**src/rtl/trap_pkg.sv**
```systemverilog
// Shared types and constants for the trap sequencer: FSM states, cause codes,
// tval source selection and mtvec mode encodings.
package trap_pkg;

    typedef enum logic [2:0] {
        S_IDLE     = 3'd0,
        S_FLUSH    = 3'd1,
        S_COMMIT   = 3'd2,
        S_RET      = 3'd3,
        S_REDIRECT = 3'd4
    } state_e;

    typedef enum logic [1:0] {
        TVAL_ZERO = 2'd0,
        TVAL_PC   = 2'd1,
        TVAL_INST = 2'd2,
        TVAL_ADDR = 2'd3
    } tval_sel_e;

    // Exception codes (mcause[XLEN-1]=0)
    localparam logic [3:0] CAUSE_INST_MIS = 4'd0;
    localparam logic [3:0] CAUSE_ILLEGAL  = 4'd2;
    localparam logic [3:0] CAUSE_BREAK    = 4'd3;
    localparam logic [3:0] CAUSE_LD_MIS   = 4'd4;
    localparam logic [3:0] CAUSE_ST_MIS   = 4'd6;
    localparam logic [3:0] CAUSE_ECALL_M  = 4'd11;

    // Interrupt codes (mcause[XLEN-1]=1)
    localparam logic [3:0] CAUSE_INT_MSI  = 4'd3;
    localparam logic [3:0] CAUSE_INT_MTI  = 4'd7;
    localparam logic [3:0] CAUSE_INT_MEI  = 4'd11;

    localparam logic [1:0] MTVEC_DIRECT   = 2'b00;
    localparam logic [1:0] MTVEC_VECTORED = 2'b01;

endpackage

```
**src/rtl/trap_prio_enc.sv**
```systemverilog
// Combinational winner selection among enabled interrupts, synchronous
// exceptions and MRET for the instruction at the WB retire point.
module trap_prio_enc
    import trap_pkg::*;
(
    input  logic       i_valid,
    input  logic       i_mstatus_mie,
    input  logic       i_meip,
    input  logic       i_msip,
    input  logic       i_mtip,
    input  logic       i_mie_mei,
    input  logic       i_mie_msi,
    input  logic       i_mie_mti,
    input  logic       i_inst_mis,
    input  logic       i_illegal,
    input  logic       i_break,
    input  logic       i_ecall,
    input  logic       i_ld_mis,
    input  logic       i_st_mis,
    input  logic       i_mret,
    output logic       o_take,
    output logic       o_is_int,
    output logic       o_is_mret,
    output logic [3:0] o_code,
    output tval_sel_e  o_tval_sel
);

    logic w_mei;
    logic w_msi;
    logic w_mti;

    assign w_mei = i_mstatus_mie & i_meip & i_mie_mei;
    assign w_msi = i_mstatus_mie & i_msip & i_mie_msi;
    assign w_mti = i_mstatus_mie & i_mtip & i_mie_mti;

    always_comb begin
        o_take     = 1'b0;
        o_is_int   = 1'b0;
        o_is_mret  = 1'b0;
        o_code     = CAUSE_INST_MIS;
        o_tval_sel = TVAL_ZERO;
        if (i_valid) begin
            o_take = 1'b1;
            if (w_mei) begin
                o_is_int = 1'b1;
                o_code   = CAUSE_INT_MEI;
            end else if (w_msi) begin
                o_is_int = 1'b1;
                o_code   = CAUSE_INT_MSI;
            end else if (w_mti) begin
                o_is_int = 1'b1;
                o_code   = CAUSE_INT_MTI;
            end else if (i_inst_mis) begin
                o_code     = CAUSE_INST_MIS;
                o_tval_sel = TVAL_PC;
            end else if (i_illegal) begin
                o_code     = CAUSE_ILLEGAL;
                o_tval_sel = TVAL_INST;
            end else if (i_break) begin
                o_code     = CAUSE_BREAK;
                o_tval_sel = TVAL_PC;
            end else if (i_ecall) begin
                o_code = CAUSE_ECALL_M;
            end else if (i_ld_mis) begin
                o_code     = CAUSE_LD_MIS;
                o_tval_sel = TVAL_ADDR;
            end else if (i_st_mis) begin
                o_code     = CAUSE_ST_MIS;
                o_tval_sel = TVAL_ADDR;
            end else if (i_mret) begin
                o_is_mret = 1'b1;
            end else begin
                o_take = 1'b0;
            end
        end
    end

endmodule

```
**src/rtl/trap_ctrl.sv**
```systemverilog
// Trap/MRET sequencer between WB and the CSR file: capture at retire, then
// FLUSH -> COMMIT|RET -> REDIRECT, with the pipeline stalled throughout.
module trap_ctrl
    import trap_pkg::*;
#(
    parameter int unsigned XLEN        = 32,
    parameter bit          VECTORED_EN = 1'b1
) (
    input  logic            clk_i,
    input  logic            rst_i,
    input  logic            wb_valid_i,
    input  logic [XLEN-1:0] wb_pc_i,
    input  logic [31:0]     wb_inst_i,
    input  logic [XLEN-1:0] wb_mem_addr_i,
    input  logic            e_inst_addr_mis_i,
    input  logic            e_illegal_inst_i,
    input  logic            e_break_i,
    input  logic            e_ecall_i,
    input  logic            e_ld_addr_mis_i,
    input  logic            e_st_addr_mis_i,
    input  logic            is_mret_i,
    input  logic            xint_meip_i,
    input  logic            xint_msip_i,
    input  logic            xint_mtip_i,
    input  logic            mstatus_mie_i,
    input  logic [XLEN-1:0] mie_i,
    input  logic [XLEN-1:0] mtvec_i,
    input  logic [XLEN-1:0] mepc_i,
    output logic            stall_o,
    output logic            flush_o,
    output logic            trap_we_o,
    output logic [XLEN-1:0] mcause_o,
    output logic [XLEN-1:0] mtval_o,
    output logic [XLEN-1:0] mepc_o,
    output logic            mret_o,
    output logic            redirect_o,
    output logic [XLEN-1:0] redirect_pc_o
);

    state_e          r_state;
    state_e          w_next;
    logic            r_is_mret;
    logic            r_is_int;
    logic [3:0]      r_code;
    logic [XLEN-1:0] r_mcause;
    logic [XLEN-1:0] r_mtval;
    logic [XLEN-1:0] r_mepc;
    logic [XLEN-1:0] r_ret_pc;

    logic            w_take;
    logic            w_is_int;
    logic            w_is_mret;
    logic [3:0]      w_code;
    tval_sel_e       w_tval_sel;
    logic [XLEN-1:0] w_tval;
    logic [XLEN-1:0] w_base;
    logic [XLEN-1:0] w_trap_pc;
    logic            w_vectored;
    logic            w_capture;
    logic            w_unused_mie;

    assign w_unused_mie = ^{mie_i[XLEN-1:12], mie_i[10:8], mie_i[6:4], mie_i[2:0]};

    trap_prio_enc u_prio (
        .i_valid       (wb_valid_i),
        .i_mstatus_mie (mstatus_mie_i),
        .i_meip        (xint_meip_i),
        .i_msip        (xint_msip_i),
        .i_mtip        (xint_mtip_i),
        .i_mie_mei     (mie_i[11]),
        .i_mie_msi     (mie_i[3]),
        .i_mie_mti     (mie_i[7]),
        .i_inst_mis    (e_inst_addr_mis_i),
        .i_illegal     (e_illegal_inst_i),
        .i_break       (e_break_i),
        .i_ecall       (e_ecall_i),
        .i_ld_mis      (e_ld_addr_mis_i),
        .i_st_mis      (e_st_addr_mis_i),
        .i_mret        (is_mret_i),
        .o_take        (w_take),
        .o_is_int      (w_is_int),
        .o_is_mret     (w_is_mret),
        .o_code        (w_code),
        .o_tval_sel    (w_tval_sel)
    );

    always_comb begin
        w_tval = '0;
        case (w_tval_sel)
            TVAL_PC:   w_tval = wb_pc_i;
            TVAL_INST: w_tval = XLEN'(wb_inst_i);
            TVAL_ADDR: w_tval = wb_mem_addr_i;
            default:   w_tval = '0;
        endcase
    end

    assign w_capture  = (r_state == S_IDLE) && w_take;
    assign w_base     = {mtvec_i[XLEN-1:2], 2'b00};
    assign w_vectored = VECTORED_EN && (mtvec_i[1:0] == MTVEC_VECTORED) && r_is_int;
    assign w_trap_pc  = w_vectored ? (w_base + {{(XLEN-6){1'b0}}, r_code, 2'b00}) : w_base;

    always_ff @(posedge clk_i or negedge rst_i) begin
        if (!rst_i) begin
            r_state   <= S_IDLE;
            r_is_mret <= 1'b0;
            r_is_int  <= 1'b0;
            r_code    <= '0;
            r_mcause  <= '0;
            r_mtval   <= '0;
            r_mepc    <= '0;
            r_ret_pc  <= '0;
        end else begin
            r_state <= w_next;
            if (w_capture) begin
                r_is_mret <= w_is_mret;
                // MRET leaves the trap commit values from the previous trap intact
                if (!w_is_mret) begin
                    r_is_int <= w_is_int;
                    r_code   <= w_code;
                    r_mcause <= {w_is_int, {(XLEN-5){1'b0}}, w_code};
                    r_mtval  <= w_tval;
                    r_mepc   <= wb_pc_i;
                end
            end
            if (r_state == S_RET) begin
                r_ret_pc <= mepc_i;
            end
        end
    end

    always_comb begin
        w_next        = r_state;
        stall_o       = 1'b1;
        flush_o       = 1'b0;
        trap_we_o     = 1'b0;
        mret_o        = 1'b0;
        redirect_o    = 1'b0;
        redirect_pc_o = '0;
        case (r_state)
            S_IDLE: begin
                stall_o = 1'b0;
                if (w_take) begin
                    w_next = S_FLUSH;
                end
            end
            S_FLUSH: begin
                flush_o = 1'b1;
                w_next  = r_is_mret ? S_RET : S_COMMIT;
            end
            S_COMMIT: begin
                trap_we_o = 1'b1;
                w_next    = S_REDIRECT;
            end
            S_RET: begin
                mret_o = 1'b1;
                w_next = S_REDIRECT;
            end
            S_REDIRECT: begin
                redirect_o    = 1'b1;
                redirect_pc_o = r_is_mret ? {r_ret_pc[XLEN-1:2], 2'b00} : w_trap_pc;
                w_next        = S_IDLE;
            end
            default: begin
                stall_o = 1'b0;
                w_next  = S_IDLE;
            end
        endcase
    end

    assign mcause_o = r_mcause;
    assign mtval_o  = r_mtval;
    assign mepc_o   = r_mepc;

endmodule

```
**config.mk**
```make
export PLATFORM = sky130hd
export DESIGN_NAME = trap_ctrl
export DESIGN_NICKNAME = d
export VERILOG_FILES = /design/src/rtl/trap_pkg.sv /design/src/rtl/trap_prio_enc.sv /design/src/rtl/trap_ctrl.sv
export SDC_FILE = /design/constraint.sdc
export NUM_CORES = 1
export LEC_CHECK = 0
export ABC_AREA = 0
export CAP_MARGIN = 0
export CELL_PAD_IN_SITES_DETAIL_PLACEMENT = 1
export CELL_PAD_IN_SITES_GLOBAL_PLACEMENT = 2
export CORE_MARGIN = 3
export CORE_UTILIZATION = 24
export DETAILED_ROUTE_END_ITERATION = 10
export GPL_TIMING_DRIVEN = 0
export PLACE_DENSITY = 0.95
export SYNTH_ARGS = -nofsm -noshare
export SYNTH_HDL_FRONTEND = slang
export SYNTH_HIERARCHICAL = 1
export SYNTH_SLANG_ARGS = --single-unit
```
**constraint.sdc**
```tcl
create_clock -name clk_i -period 5 [get_ports clk_i]
set_input_delay 0.5 -clock clk_i [delete_from_list [all_inputs] [get_ports clk_i]]
set_output_delay 0.5 -clock clk_i [all_outputs]
set_load 0.01 [all_outputs]
```
==> flow_summary_export.csv <==
group,metric,value,unit
clocking,cts_made_buffers,9,
clocking,postCtsSetupBuffers,0,
timing,slew_headroom,53.3,%
setup_path,cp.required,4.50,ns
power_and_ir_drop,p_comb_share,49.8,%
setup_path,r2r_slack,2.79,ns
logic_synthesis,synth_ff_type,"dfrtp_1",
logic_synthesis,postSynthAreaPerCell,10.2,um^2
detailed_routing,wl_per_cell,18.6,um
hold_path,hp-class,"in -> async",
floorplan,initial_utilization,24.5,%
power_and_ir_drop,p_seq_share,34.0,%
setup_path,startpoint_type,"input port",
floorplan,rows,57,
clocking,cts_hold_buf,0,
power_and_ir_drop,p_int,2.84,mW
clocking,clk_latency,0.35,ns
cells_and_area,final_net_count,1112,
cells_and_area,final_common_cell,"clkdlybuf4s50_1",
grt,grt_max_degree,55,
placement,postPlaceCellArea,9280,um^2
floorplan,io_pins,339,
setup_path,crit_path_end_kind,"output pin",
clocking,htree_levels,3,
timing,fin_crit,4.22,ns
power_and_ir_drop,vdd_ir_drop_max,0.243,mV
logic_synthesis,synth-seq-cells,103,
detailed_routing,via_per_inst,4.59,
logic_synthesis,synth-async-reset-ratio,100,%
grt,overflow,0,
timing,min_period_over_period,84.3,%
timing,worst_pin_slew,0.701,ns
setup_path,cp_max_fo,10,
grt,grt_pass1_vias,6275,
placement,dp_hpwl,18400,um
cells_and_area,fill_cells,2814,
detailed_routing,drt_first_pass_iters,4,
timing,finalHoldViolations,0,
clocking,clk_root_buffer_cell,"clkbuf_16",
placement,pre_cts_ws,0.730,ns
logic_synthesis,synth-edff-count,0,
timing,grt_setup_unrepaired,"false",
setup_path,worst-setup-path-type,"in -> out",
run,drv_cap,0,
timing,clock.fmax,237,MHz
detailed_routing,routed_wl,22900,um
power_and_ir_drop,swShare,35.7,%
cells_and_area,n_antenna_cell,0,
logic_synthesis,yosysSeqAreaShare,43.2,%
cells_and_area,fin_area,9570,um^2
detailed_routing,drt_iter0_drc,223,
logic_synthesis,syn-cell-area,5970,um^2
timing,setup_viol,0,
cells_and_area,drive_gt1_share,18.5,%
clocking,clkTransAtPathRegs,0.08,ns
timing,slew_viol_final,0,
grt,antenna_found_initial,0,
clocking,cts.path.max_buffers,2,
cells_and_area,final_cell_mix,"clkdlybuf4s50_1 (276), dfrtp_1 (103), mux2_2 (99)",
placement,gp_congestion,0.794,
floorplan,die_y,164,um
timing,finalWorstSetupSlack,0.784,ns
grt,grt_pass1_wl,34600,um
detailed_routing,ant_nets,0,
status,status,"completed",
power_and_ir_drop,power_switching,1.58,mW
setup_path,rr_startpoint,"r_state[0]$_DFFE_PN0P_",
placement,place.port_buffers,277,
detailed_routing,route.detailed.drc,0,
floorplan,dieArea,26800,um^2
floorplan,coreArea,24400,um^2
cells_and_area,syn_to_final_growth,60.3,%
detailed_routing,via_count,5651,
clocking,cts_tree,"built",
clocking,clock-sinks,103,
logic_synthesis,syn_inst,584,
power_and_ir_drop,powerDensity,462,nW/um^2
logic_synthesis,yosysWarnings,6,
timing,fin_worst_skew,0.0115,ns
setup_path,arrival,3.72,ns
power_and_ir_drop,power_leakage,3.79,nW
grt,track_usage,16.6,%
clocking,cts_resized,0,
power_and_ir_drop,power.share.clock,16.2,%
logic_synthesis,synth_cell_types,52,
floorplan,die_x,164,um
setup_path,rr_worst_depth,7,
setup_path,r2r_end,"mtval_o[3]$_DFFE_PN0P_",
==> through the flow <==
stage	TNS (ns)	cells	hold WS (ns)	total power [mW]	util (%)
floorplan	0	612	0.204	2.51	-
global placement	-78.17	1213	0.482	3.67	37.9
detailed placement	0	1214	0.489	3.75	38.0
CTS	0	1230	0.198	4.50	39.2
global route	0	1230	0.218	4.74	39.2
finish	0	1230	0.185	4.42	39.2
==> metal layers <==
| layer | vias up | GRT usage (%) | part of all wire [%] | wire (um) |
|---|---|---|---|---|
| li1 | 2675 | - | - | - |
| met1 | 2759 | 19.4 | 41 | 9270 |
| met2 | 199 | 29.1 | 50 | 11400 |
| met3 | 18 | 5.30 | 8.3 | 1900 |
| met4 | 0 | 4.73 | 1.5 | 336 |
| met5 | - | 0 | 0 | 0 |
==> sequential cells by signal, indices dropped and copies added (netlist names) <==
register   flops
r_is_mret      1
mepc_o        32
mtval_o       32
r_ret_pc      30
r_code         3
r_is_int       1
mcause_o       1
r_state        3
==> kinds of logic after synthesis <==
logic type | synth area share [%]
AO/OA/AOI/OAI | 14.5
XOR/XNOR | 3.81
adder cells (fa/ha/maj) | 1.17
buffers and inverters | 7.19
flip-flops | 43.2
multiplexers | 19.0
other | 0.0628
AND/OR/NAND/NOR | 11.1
==> cells in the mapped netlist (3+ instances only) <==
cell	instances	area, um^2
and3_1	5	31.3
nand3_1	16	80.1
xor2_1	23	201
o21ai_0	28	140
mux2_2	99	1110
xnor2_1	3	26.3
nor3b_1	3	22.5
ha_1	4	50.1
nor2_1	47	176
nor3_1	6	30.0
a22oi_1	34	255
a211oi_1	8	60.1
nand2b_1	3	18.8
nand4_1	13	81.3
clkbuf_1	23	86.3
a21oi_1	59	295
nand2_1	17	63.8
inv_1	8	30.0
nor2b_1	3	18.8
buf_4	30	225
dfrtp_1	103	2580
buf_2	13	65.1
==> critical path: stages <==
cell	delay, ns
clkdlybuf4s50_1	0.49
ha_1	0.22
inv_1	0.07
fa_1	0.38
nand2b_1	0.18
a21oi_1	0.43
buf_2	0.35
nand4_1	0.15
xor2_1	0.17
a21oi_1	0.21
clkdlybuf4s50_1	0.57
==> area by class of cell <==
cell class | count | area [um^2] | area share, %
Clock inverter | 6 | 51.3 | 0.536
Timing Repair Buffer | 278 | 2800 | 29.2
Inverter | 9 | 33.8 | 0.353
Clock buffer | 10 | 239 | 2.50
Multi-Input combinational cell | 431 | 3070 | 32.1
Tap cell | 324 | 405 | 4.24
Buffer | 69 | 395 | 4.13
Sequential cell | 103 | 2580 | 26.9
==> power groups by stage <==
stage          clock network, mW  registers [mW]  logic [mW]
4_1_cts                    0.749            1.51        2.24
2_1_floorplan                  0            1.60       0.909
3_5_place_dp                   0            1.52        2.23
3_3_place_gp                   0            1.49        2.18
6_report                   0.716            1.50        2.20
5_1_grt                    0.784            1.56        2.40
==> worst max-delay path by stage <==
stage	from	depth (start not counted)	slack (ns)	end
floorplan	mtvec_i[2]	9	2.26	redirect_pc_o[10]
global placement	rst_i	1	-0.77	r_ret_pc[11]$_DFFE_PN0P_
detailed placement	mtvec_i[2]	11	0.73	redirect_pc_o[16]
CTS	mtvec_i[2]	11	0.71	redirect_pc_o[16]
global route	mtvec_i[2]	11	0.57	redirect_pc_o[16]
finish	mtvec_i[2]	11	0.78	redirect_pc_o[16]
Power figures use the tool's default switching activity.
==> patch 1: new RTL, config.mk and constraints unchanged <==
Register the output `redirect_pc_o`, with the module's reset; this adds one clock of latency there. The other outputs are not delayed to match.
--- a/src/rtl/trap_ctrl.sv
+++ b/src/rtl/trap_ctrl.sv
@@ -36,6 +36,8 @@
     output logic            redirect_o,
     output logic [XLEN-1:0] redirect_pc_o
 );
+
+    logic [XLEN-1:0] redirect_pc_d;
 
     state_e          r_state;
     state_e          w_next;
@@ -135,7 +137,7 @@
         trap_we_o     = 1'b0;
         mret_o        = 1'b0;
         redirect_o    = 1'b0;
-        redirect_pc_o = '0;
+        redirect_pc_d = '0;
         case (r_state)
             S_IDLE: begin
                 stall_o = 1'b0;
@@ -157,7 +159,7 @@
             end
             S_REDIRECT: begin
                 redirect_o    = 1'b1;
-                redirect_pc_o = r_is_mret ? {r_ret_pc[XLEN-1:2], 2'b00} : w_trap_pc;
+                redirect_pc_d = r_is_mret ? {r_ret_pc[XLEN-1:2], 2'b00} : w_trap_pc;
                 w_next        = S_IDLE;
             end
             default: begin
@@ -171,5 +173,13 @@
     assign mtval_o  = r_mtval;
     assign mepc_o   = r_mepc;
 
+    always_ff @(posedge clk_i or negedge rst_i) begin
+        if (!rst_i) begin
+            redirect_pc_o <= '0;
+        end else begin
+            redirect_pc_o <= redirect_pc_d;
+        end
+    end
+
 endmodule
 
Behaviour: not the same (a bounded check fails within 4 cycles, from zero or initial values and one cycle with rst_i low).
==> patch 1 against the original RTL <==
Die area rose by 12%; sequential power rose by 19%; register-to-register slack got worse by 0.57 ns; area after synthesis rose by 13%; global-route usage rose by 0.39 points; largest power group unchanged; routed wire length rose by 12%; power rose by 18%; sequential cell count rose by 30; final cell count rose by 7.9%; core utilization fell by 0.16 points; design area rose by 11%; setup slack improved by 1.1 ns.
==> patch 1: results <==
export IMPL_status="finished, final reports clean"
export IMPL_drt_iter0_markers=254
export IMPL_ir_worst_vdd_mv=0.1913
export IMPL_relSlewSlack=0.5286
export IMPL_synthArstFlopShare=1.000
export IMPL_skew_ns=0.01464
export IMPL_cts_buffer_depth=2
export IMPL_p_leak_nw=4.328
export IMPL_grt_pass1_vias=6727
export IMPL_htree_levels=4
export IMPL_path_max_fanout=10
export IMPL_cts_clk_slew_worst_paths_ns=0.06
export IMPL_track_usage=0.1698
export IMPL_vias=6041
export IMPL_ys_top_cells_by_count="133 x dfrtp_1, 99 x mux2_2, 59 x a21oi_1"
export IMPL_synth_area_top_cells="dfrtp_1 50%, mux2_2 17%, a21oi_1 4.4%"
export IMPL_use_met1=0.2004
export IMPL_post_place_ws_ns=1.616
export IMPL_finalWirelength_um=25700
export IMPL_synth_cell_types=52
export IMPL_grt_start_max_net_pins=72
export IMPL_max_stage_delay_ns=0.64
export IMPL_crit_arrival_ns=2.64
export IMPL_wl_met2_um=13100
export IMPL_root_buffer="clkbuf_16"
export IMPL_nets=1150
export IMPL_grtUsageMet2=0.2916
export IMPL_clk_latency_ns=0.42
export IMPL_numCtsBuffers=17
export IMPL_met3_usage=0.04117
export IMPL_slew_violations=0
export IMPL_avgSynthCellArea_sq_um=10.94
export IMPL_drive_gt1_frac=0.1891
export IMPL_grt_pass1_wl_um=39750
export IMPL_antenna_found_initial=3
export IMPL_cpMaxStageDelayCell="clkdlybuf4s50_1"
export IMPL_fin_cells=1327
export IMPL_yosysTopAreaCellShare=0.4953
export IMPL_hpwl_um=20150
export IMPL_place_congestion=0.8590
export IMPL_wirelength_met1_um=10310
export IMPL_wl_met3_um=1336
export IMPL_place_area_sq_um=10090
export IMPL_seq_area_frac_synth=0.4953
## patch 1: cell count changes after synthesis
cell / unedited run / this run
dfrtp_1: 103 / 133
## patch 1: final timing paths
path / startpoint / to / slack [ns] / cells after the start
worst min-delay path: rst_i / r_ret_pc[15]$_DFFE_PN0P_ / 0.08 / 1
worst max-delay path: r_state[0]$_DFFE_PN0P_ / redirect_o / 1.86 / 5
max in group asynchronous: rst_i / mepc_o[30]$_DFFE_PN0P_ / 4.12 / 2
worst max register to register: r_code[0]$_DFFE_PN0P_ / redirect_pc_o[28]$_DFF_PN0_ / 2.22 / 9
min in group clk_i: r_ret_pc[12]$_DFFE_PN0P_ / r_ret_pc[12]$_DFFE_PN0P_ / 0.50 / 1
worst min register to register: r_ret_pc[12]$_DFFE_PN0P_ / r_ret_pc[12]$_DFFE_PN0P_ / 0.50 / 1
## patch 1: report_power, final
| group | total [mW] | switching (mW) | internal [mW] |
|---|---|---|---|
| sequential | 1.79 | 0.249 | 1.54 |
| combinational | 2.21 | 0.998 | 1.21 |
| clock | 1.20 | 0.494 | 0.707 |
## patch 1: kinds of logic (layout without fill, tap and decap cells)
family / count (synthesis) / in the layout / share of synthesized area
AOI/OAI and AO/OA: 143 / 143 / 0.1287
and+or+nand+nor: 127 / 127 / 0.09850
muxes: 101 / 101 / 0.1689
other: 1 / 32 / 0.0005580
DFF: 133 / 133 / 0.4953
adders and majority gates: 5 / 5 / 0.01043
buffers and inverters: 78 / 388 / 0.06386
xor gates and xnor gates: 26 / 26 / 0.03389
## patch 1: cell type report
type	instances	area (sq um)
fillers	3089	16600
repair buffers	278	2801
diodes	3	7.507
plain buffers	69	395.4
flip-flops and latches	133	3328
clock inverters	9	78.83
well taps	372	465.4
inverters	9	33.78
multi-input cells	431	3068
clock buffers	23	467.9
==> patch 2: new RTL, same flow settings <==
Without the edit above. The parameter `VECTORED_EN` goes from 1'b1 to 1'b0.
--- a/src/rtl/trap_ctrl.sv
+++ b/src/rtl/trap_ctrl.sv
@@ -4,7 +4,7 @@
     import trap_pkg::*;
 #(
     parameter int unsigned XLEN        = 32,
-    parameter bit          VECTORED_EN = 1'b1
+    parameter bit          VECTORED_EN = 1'b0
 ) (
     input  logic            clk_i,
     input  logic            rst_i,
Function: changed (Yosys sat finds a counterexample within 4 cycles, from zero or initial values and one cycle with rst_i low).
==> patch 2 against the original RTL <==
Power decreased by 9.4%; setup slack improved by 1.0 ns; design area shrank 5.7%; synthesized cell count fell by 26%; via count decreased by 18%; area after synthesis decreased by 8.2%; sequential cell count unchanged; critical path depth down 1; routed wire length shrank 14%; largest cell class unchanged.
==> patch 2: results <==
export IMPL_vias=4612
export IMPL_r2r_cells=5
export IMPL_signal_buffers=337
export IMPL_skew_ns=0.009764
export IMPL_finalWirelength_um=19630
export IMPL_p_switching_mw=1.285
export IMPL_max_stage_delay_ns=0.58
export IMPL_nets=956
export IMPL_tap_cells=280
export IMPL_rrSetupSlack_ns=3.01
export IMPL_worst_pin_slew_ns=0.7965
export IMPL_place_congestion=0.7456
export IMPL_cp_endpoint="mtval_o[4]$_DFFE_PN0P_"
export IMPL_nClkBuffers=11
export IMPL_clock_area_frac=0.03329
export IMPL_crit_start="mie_i[3]"
export IMPL_multi_input_comb_cells=295
export IMPL_track_usage=0.1555
export IMPL_setup_worst_path_class="in2reg"
export IMPL_seq_area_frac_synth=0.4701
export IMPL_reg2reg_to="mtval_o[10]$_DFFE_PN0P_"
export IMPL_cts_sinks=103
export IMPL_place_area_sq_um=8720
export IMPL_synth_cell_types=38
export IMPL_grt_pass1_wl_um=29330
export IMPL_htree_levels=3
export IMPL_crit_arrival_ns=3.47
export IMPL_wl_met2_um=9681
export IMPL_fin_crit_ns=3.178
export IMPL_ir_worst_vdd_mv=0.2000
export IMPL_post_place_ws_ns=1.314
export IMPL_wirelength_met1_um=7793
export IMPL_synthToLayoutAreaGrowth_pct=64.51
export IMPL_seq_area_sq_um=2577
export IMPL_synth_cells=435
export IMPL_grt_pass1_vias=5040
export IMPL_synthArstFlopShare=1.000
export IMPL_io_buffers=275
export IMPL_cpMaxStageDelayCell="clkbuf_1"
export IMPL_synth_area_top_cells="dfrtp_1 47%, mux2_2 25%, mux2i_1 5.5%"
export IMPL_hpwl_um=15570
export IMPL_p_leak_nw=3.745
export IMPL_drive_gt1_frac=0.2649
export IMPL_multi_input_area_share=0.2888
export IMPL_ys_warn_count=6
export IMPL_buf_share=0.3516
export IMPL_ys_top_cells_by_count="122 x mux2_2, 103 x dfrtp_1, 34 x buf_4, 34 x nor2_1, 32 x a22o_1"
export IMPL_fin_worst_hold_slack_ns=0.06488
export IMPL_synthFlopType="dfrtp_1"
export IMPL_drt_iter0_markers=127
export IMPL_wl_per_cell_um=18.97
export IMPL_wl_met3_um=1985
export IMPL_placed_cells=1019
export IMPL_fillers=2411
export IMPL_hp_class="in2async"
export IMPL_grt_start_max_net_pins=60
export IMPL_inv_count=4
export IMPL_status="finished, final reports clean"
patch 2: per-layer routing:
layer / vias to the layer above / GRT usage
met4: 0 / 0.03347
met2: 208 / 0.2735
li1: 2132 / -
met1: 2263 / 0.1792
met3: 9 / 0.06131
met5: - / 0
patch 2: power groups by stage:
| stage | Combinational [mW] | Clock, mW | Sequential, mW |
|---|---|---|---|
| after floorplan | 0.782 | 0 | 1.51 |
| after global placement | 1.83 | 0 | 1.42 |
| after detailed placement | 1.87 | 0 | 1.44 |
| after CTS | 1.88 | 0.780 | 1.43 |
| after global routing | 1.98 | 0.810 | 1.47 |
| final | 1.84 | 0.739 | 1.42 |
patch 2: kinds of logic (layout without fill, tap and decap cells):
group,after synthesis,in the layout,share of synthesized area
compound gates,46,46,0.06960
xor+xnor,1,1,0.001598
buf+inv,65,357,0.07394
flops,103,103,0.4701
mux,162,162,0.3320
other cells,1,29,0.0006840
simple gates,57,57,0.05203
